File: src/rtl/ov5640_cfg_seq.sv
// OV5640 register-table sequencer: walks a ROM of {reg_addr, value} entries and issues SCCB writes.
// Entries with reg_addr 16'hFFFF are delay entries lasting value*DELAY_UNIT clocks.
module ov5640_cfg_seq #(
  parameter logic [19:0] INIT_DELAY = 20'd1_000_000,
  parameter logic [7:0]  REG_NUM    = 8'd250,
  parameter logic [6:0]  SLAVE_ADDR = 7'h3C,
  parameter logic [1:0]  RETRY_MAX  = 2'd3,
  parameter logic [15:0] DELAY_UNIT = 16'd50_000
) (
  input  logic        clk,
  input  logic        rst_n,
  input  logic        start,
  output logic [7:0]  rom_addr,
  input  logic [23:0] rom_data,
  output logic        sccb_req,
  output logic [6:0]  sccb_dev_addr,
  output logic [15:0] sccb_reg_addr,
  output logic [7:0]  sccb_wdata,
  input  logic        sccb_done,
  input  logic        sccb_nack,
  output logic        cfg_busy,
  output logic        cfg_done,
  output logic        cfg_error,
  output logic [7:0]  err_index
);

  typedef enum logic [2:0] {PWRUP, FETCH, LATCH, ISSUE, DELAY, NEXT, DONE, ERROR} state_t;

  state_t      state_q, state_d;
  logic [23:0] cnt_q, cnt_d;
  logic [23:0] dly_tgt_q, dly_tgt_d;
  logic [7:0]  index_q, index_d;
  logic [1:0]  retry_q, retry_d;
  logic        req_q, req_d;
  logic [15:0] reg_addr_q, reg_addr_d;
  logic [7:0]  wdata_q, wdata_d;
  logic        busy_q, busy_d;
  logic        done_q, done_d;
  logic        error_q, error_d;
  logic [7:0]  err_index_q, err_index_d;

  always_comb begin
    state_d     = state_q;
    cnt_d       = cnt_q;
    dly_tgt_d   = dly_tgt_q;
    index_d     = index_q;
    retry_d     = retry_q;
    req_d       = req_q;
    reg_addr_d  = reg_addr_q;
    wdata_d     = wdata_q;
    err_index_d = err_index_q;
    case (state_q)
      PWRUP: begin
        if (cnt_q + 24'd1 >= {4'd0, INIT_DELAY}) begin
          cnt_d   = 24'd0;
          index_d = 8'd0;
          state_d = (REG_NUM == 8'd0) ? DONE : FETCH;
        end else begin
          cnt_d = cnt_q + 24'd1;
        end
      end
      FETCH: state_d = LATCH;
      LATCH: begin
        if (rom_data[23:8] == 16'hFFFF) begin
          dly_tgt_d = {16'd0, rom_data[7:0]} * {8'd0, DELAY_UNIT};
          cnt_d     = 24'd0;
          state_d   = DELAY;
        end else begin
          reg_addr_d = rom_data[23:8];
          wdata_d    = rom_data[7:0];
          req_d      = 1'b1;
          state_d    = ISSUE;
        end
      end
      ISSUE: begin
        // req low inside ISSUE is the one-cycle gap before a retry; completions there are ignored
        if (!req_q) begin
          req_d = 1'b1;
        end else if (sccb_done) begin
          req_d = 1'b0;
          if (!sccb_nack) begin
            retry_d = 2'd0;
            state_d = NEXT;
          end else if (retry_q < RETRY_MAX) begin
            retry_d = retry_q + 2'd1;
          end else begin
            err_index_d = index_q;
            state_d     = ERROR;
          end
        end
      end
      DELAY: begin
        if (cnt_q + 24'd1 >= dly_tgt_q) state_d = NEXT;
        else                            cnt_d   = cnt_q + 24'd1;
      end
      NEXT: begin
        if (index_q == REG_NUM - 8'd1) begin
          state_d = DONE;
        end else begin
          index_d = index_q + 8'd1;
          state_d = FETCH;
        end
      end
      DONE, ERROR: begin
        if (start) begin
          index_d     = 8'd0;
          retry_d     = 2'd0;
          err_index_d = 8'd0;
          state_d     = FETCH;
        end
      end
      default: state_d = PWRUP;
    endcase
    busy_d  = !(state_d == DONE || state_d == ERROR);
    done_d  = (state_d == DONE);
    error_d = (state_d == ERROR);
  end

  always_ff @(posedge clk or negedge rst_n) begin
    if (!rst_n) begin
      state_q     <= PWRUP;
      cnt_q       <= 24'd0;
      dly_tgt_q   <= 24'd0;
      index_q     <= 8'd0;
      retry_q     <= 2'd0;
      req_q       <= 1'b0;
      reg_addr_q  <= 16'd0;
      wdata_q     <= 8'd0;
      busy_q      <= 1'b1;
      done_q      <= 1'b0;
      error_q     <= 1'b0;
      err_index_q <= 8'd0;
    end else begin
      state_q     <= state_d;
      cnt_q       <= cnt_d;
      dly_tgt_q   <= dly_tgt_d;
      index_q     <= index_d;
      retry_q     <= retry_d;
      req_q       <= req_d;
      reg_addr_q  <= reg_addr_d;
      wdata_q     <= wdata_d;
      busy_q      <= busy_d;
      done_q      <= done_d;
      error_q     <= error_d;
      err_index_q <= err_index_d;
    end
  end

  assign rom_addr      = index_q;
  assign sccb_req      = req_q;
  assign sccb_dev_addr = SLAVE_ADDR;
  assign sccb_reg_addr = reg_addr_q;
  assign sccb_wdata    = wdata_q;
  assign cfg_busy      = busy_q;
  assign cfg_done      = done_q;
  assign cfg_error     = error_q;
  assign err_index     = err_index_q;

endmodule
File: config.mk
export PLATFORM = sky130hd
export DESIGN_NAME = ov5640_cfg_seq
export DESIGN_NICKNAME = d
export VERILOG_FILES = /design/src/rtl/ov5640_cfg_seq.sv
export SDC_FILE = /design/constraint.sdc
export NUM_CORES = 1
export LEC_CHECK = 0
export BUFFER_PORTS_ARGS = -buffer_cell sky130_fd_sc_hd__buf_4
export CAP_MARGIN = 20
export CORE_MARGIN = 3
export CORE_UTILIZATION = 30
export CTS_BUF_LIST = sky130_fd_sc_hd__clkbuf_8
export CTS_CLUSTER_DIAMETER = 30
export DETAILED_ROUTE_END_ITERATION = 7
export GPL_TIMING_DRIVEN = 1
export PLACE_DENSITY = 0.58
export SETUP_SLACK_MARGIN = 0.15
export SYNTH_ARGS = -nofsm -noshare
export SYNTH_HDL_FRONTEND = slang
export SYNTH_SLANG_ARGS = --single-unit
File: constraint.sdc
create_clock -name clk -period 9.68 [get_ports clk]
set_clock_uncertainty 0.2 [all_clocks]
set_input_delay 0.968 -clock clk [delete_from_list [all_inputs] [get_ports clk]]
set_output_delay 0.968 -clock clk [all_outputs]
set_load 0.05 [all_outputs]
==> flow_summary.yaml <==
sta:
  rsz0062_at_grt: "false"
  timing.hold.ws_ns: 0.2733
  fmax_mhz: 195.7
  tightest_slew_ns: 0.8527
  report.final.slew_viol_count: 0
  period_needed_ns: 5.111
  setup_viol: 0
  layout_setup_ws_ns: 4.569
  period_share_pct: 52.80
  timing.slew.headroom_pct: 42.63
  setup_tns_ns: 0
  finalHoldViolations: 0
placed_design:
  dpl-instance-area_um2: 7550
  placed_cells: 1054
  gp_congestion: 0.8037
  pre_cts_slack_ns: 4.161
  dp_hpwl_um: 11490
  io_buffers: 72
logic_synthesis:
  ys_ff_latch: 93
  synth_edf_count: 0
  syn_inst: 725
  ys.flop_type: "dfrtp_1"
  ys_seq_area_share_pct: 34.57
  synth_area_per_cell_um2: 9.290
  synthDistinctLibCells: 65
  synthArstFlopShare_pct: 100.0
  post_synth_instance_area_um2: 6735
  yosysWarnings: 0
clock_tree:
  cts_hold_buf: 0
  cts.sinks: 93
  clockBufferDepth: 2
  clk_pin_slew_ns: 0.10
  htreeDepth: 3
  clock_latency_ns: 0.37
  post-cts-setup-buffers: 0
  cts_buffers: 9
  ctsResizeCount: 0
  cts.root.buffer_cell: "clkbuf_8"
  cts_tree: "yes"
hold_path:
  worstHoldPathCells: 2
  hp-class: "reg2reg"
detailed_routing:
  drt_wl_total_um: 15110
  wl_per_cell_um: 14.11
  dr_total_vias: 5186
  drtIter0Drc: 300
  drc: 0
  viasPerCell: 4.842
  drtAntennaViolNets: 0
  drt-pass1-iter-count: 5
grt:
  grt-ovfl-total: 0
  grt_max_degree: 50
  grt_pass1_vias: 5001
  grt_pass1_wl_um: 25430
  grt_use_total_pct: 12.68
  antenna_found_initial: 0
worst_setup_path:
  crit_family: "adder cells"
  worstPathCellList: "buf_4 > ha_1 > ha_1 > inv_1 > fa_1 > fa_1 > inv_1 > ha_1 > a21oi_1 > o21ai_0 > a2111oi_0 > o31ai_1 > or4_1 > a31oi_1 > xor2_1 > o21ai_1"
  worst-path-buf-inv: 3
  worst_setup_path_start_kind: "input pin"
  critPathArrivalTime_ns: 5.17
  critical_path_required_ns: 9.74
  cp_common_cell: "ha_1"
  crit_slowest_cell: "a2111oi_0"
  cpPeakStageDelay_ns: 0.60
  endpoint_kind: "register"
  criticalPathCategory: "in2reg"
  crit_path_max_fanout: 5
  critical_path_depth: 16
  rr_worst_depth: 14
pwr:
  power.share.clock_pct: 14.1
  p_sw_mw: 0.9219
  power_mw: 1.947
  swShare_pct: 47.35
  power.density_nw_per_um2: 250.7
  peakVddDrop_mv: 0.1817
  p_comb_share_pct: 55.6
  p_seq_share_pct: 30.4
  power.internal_mw: 1.025
  leakagePower_nw: 3.649
finish:
  area_growth_pct: 15.33
  post-route-util_pct: 35.37
  fillCellCount: 2269
  antenna_cells: 0
  final_nets: 904
  final_cell_area_um2: 7767
  instances_no_fill: 1071
  drive_gt1_share_pct: 18.08
floorplan:
  die-area_um2: 24280
  core-area_um2: 21960
  row_count: 54
  start_util_pct: 30.67
  die_h_um: 155.8
  dieWidth_um: 155.8
  num_io_pins: 80
job:
  max-cap-violations: 0
status:
  status: "finished, final reports clean"
layout by cell type (no fill, tap or decap), types with 13 or more instances in the layout:
| cell | netlist | routed |
|---|---|---|
| dfrtp_1 | 92 | 92 |
| buf_4 | 7 | 79 |
| ha_1 | 77 | 77 |
| inv_1 | 70 | 71 |
| nor2_1 | 62 | 61 |
| nand2_1 | 54 | 54 |
| nand3_1 | 35 | 35 |
| o21ai_0 | 32 | 32 |
| mux2_2 | 27 | 27 |
| xor2_1 | 25 | 25 |
| a21oi_1 | 21 | 21 |
| nor3_1 | 17 | 17 |
| xnor2_1 | 17 | 17 |
| nand4_1 | 13 | 13 |
| o21ai_1 | 13 | 13 |
state kept, by name, indices dropped and copies added, names as in the netlist:
register	cells
state_q	3
sccb_wdata	8
err_index	8
cfg_busy	1
cfg_error	1
sccb_req	1
retry_q	2
cfg_done	1
dly_tgt_q	20
rom_addr	8
sccb_reg_addr	16
cnt_q	24
synth_stat cells (5+ instances only):
cell	number	area [um2]
a21o_1	7	52.55
xor2_1	25	219.0
o21ai_1	13	65.06
and3_1	12	75.07
a211o_1	5	43.79
o21ai_0	32	160.2
nand2_1	54	202.7
buf_2	6	30.03
nor2_1	62	232.7
nand3_1	35	175.2
nor3_1	17	85.08
a211oi_1	6	45.04
ha_1	77	963.4
mux2_2	27	304.0
a21oi_1	21	105.1
xnor2_1	17	148.9
nor4_1	6	37.54
dfrtp_1	92	2302
nand4_1	13	81.33
nand2b_1	6	37.54
buf_4	7	52.55
fa_1	12	240.2
o31ai_1	6	45.04
clkbuf_1	18	67.56
nor3_2	8	80.08
inv_1	70	262.8
final cells by class:
class,instances,area [um2],area share (%)
Timing Repair Buffer,80,608.1,7.829
Sequential cell,93,2328,29.98
Tap cell,280,350.3,4.510
Inverter,70,262.8,3.383
Clock buffer,10,137.6,1.772
Clock inverter,6,65.06,0.8376
Multi-Input combinational cell,532,4015,51.69
final timing paths:
path,to,from,slack (ns)
max,dly_tgt_q[22],rom_data[2],4.57
min,dly_tgt_q[18],dly_tgt_q[18],0.27
max reg2reg,cnt_q[14],cnt_q[8],5.04
min reg2reg,dly_tgt_q[18],dly_tgt_q[18],0.27
max in group asynchronous,dly_tgt_q[4],rst_n,7.81
min in group asynchronous,err_index[7],rst_n,0.38
power by group through the flow:
stage / clock, mW / sequential, mW / combinational, mW
floorplan: 0 / 0.782 / 0.608
global placement: 0 / 0.596 / 1.07
detailed placement: 0 / 0.598 / 1.08
CTS: 0.285 / 0.591 / 1.09
global route: 0.298 / 0.611 / 1.19
finish: 0.274 / 0.591 / 1.08
cells by family after synthesis:
kind of cell / after synthesis / synth area share, %
XOR/XNOR: 43 / 5.703
AO/OA/AOI/OAI: 125 / 12.26
AND/OR/NAND/NOR: 237 / 17.89
flip-flops: 93 / 34.57
adder cells (fa/ha/maj): 89 / 17.87
other: 2 / 0.1115
buffers and inverters: 105 / 6.465
multiplexers: 31 / 5.127
worst min-delay path, delay by kind of cell (launching register included):
family / cells / cell delay [ns]
AND/OR/NAND/NOR: 2 / 0.10
flip-flops: 1 / 0.35
per-layer routing:
layer	track usage (%)	wire length [um]	vias to the layer above
met3	2.691	503	12
li1	-	-	2638
met5	0	0	-
met1	17.72	7282	2462
met2	20.14	7132	74
met4	3.028	191	0
(Power assumes the default switching activity.)
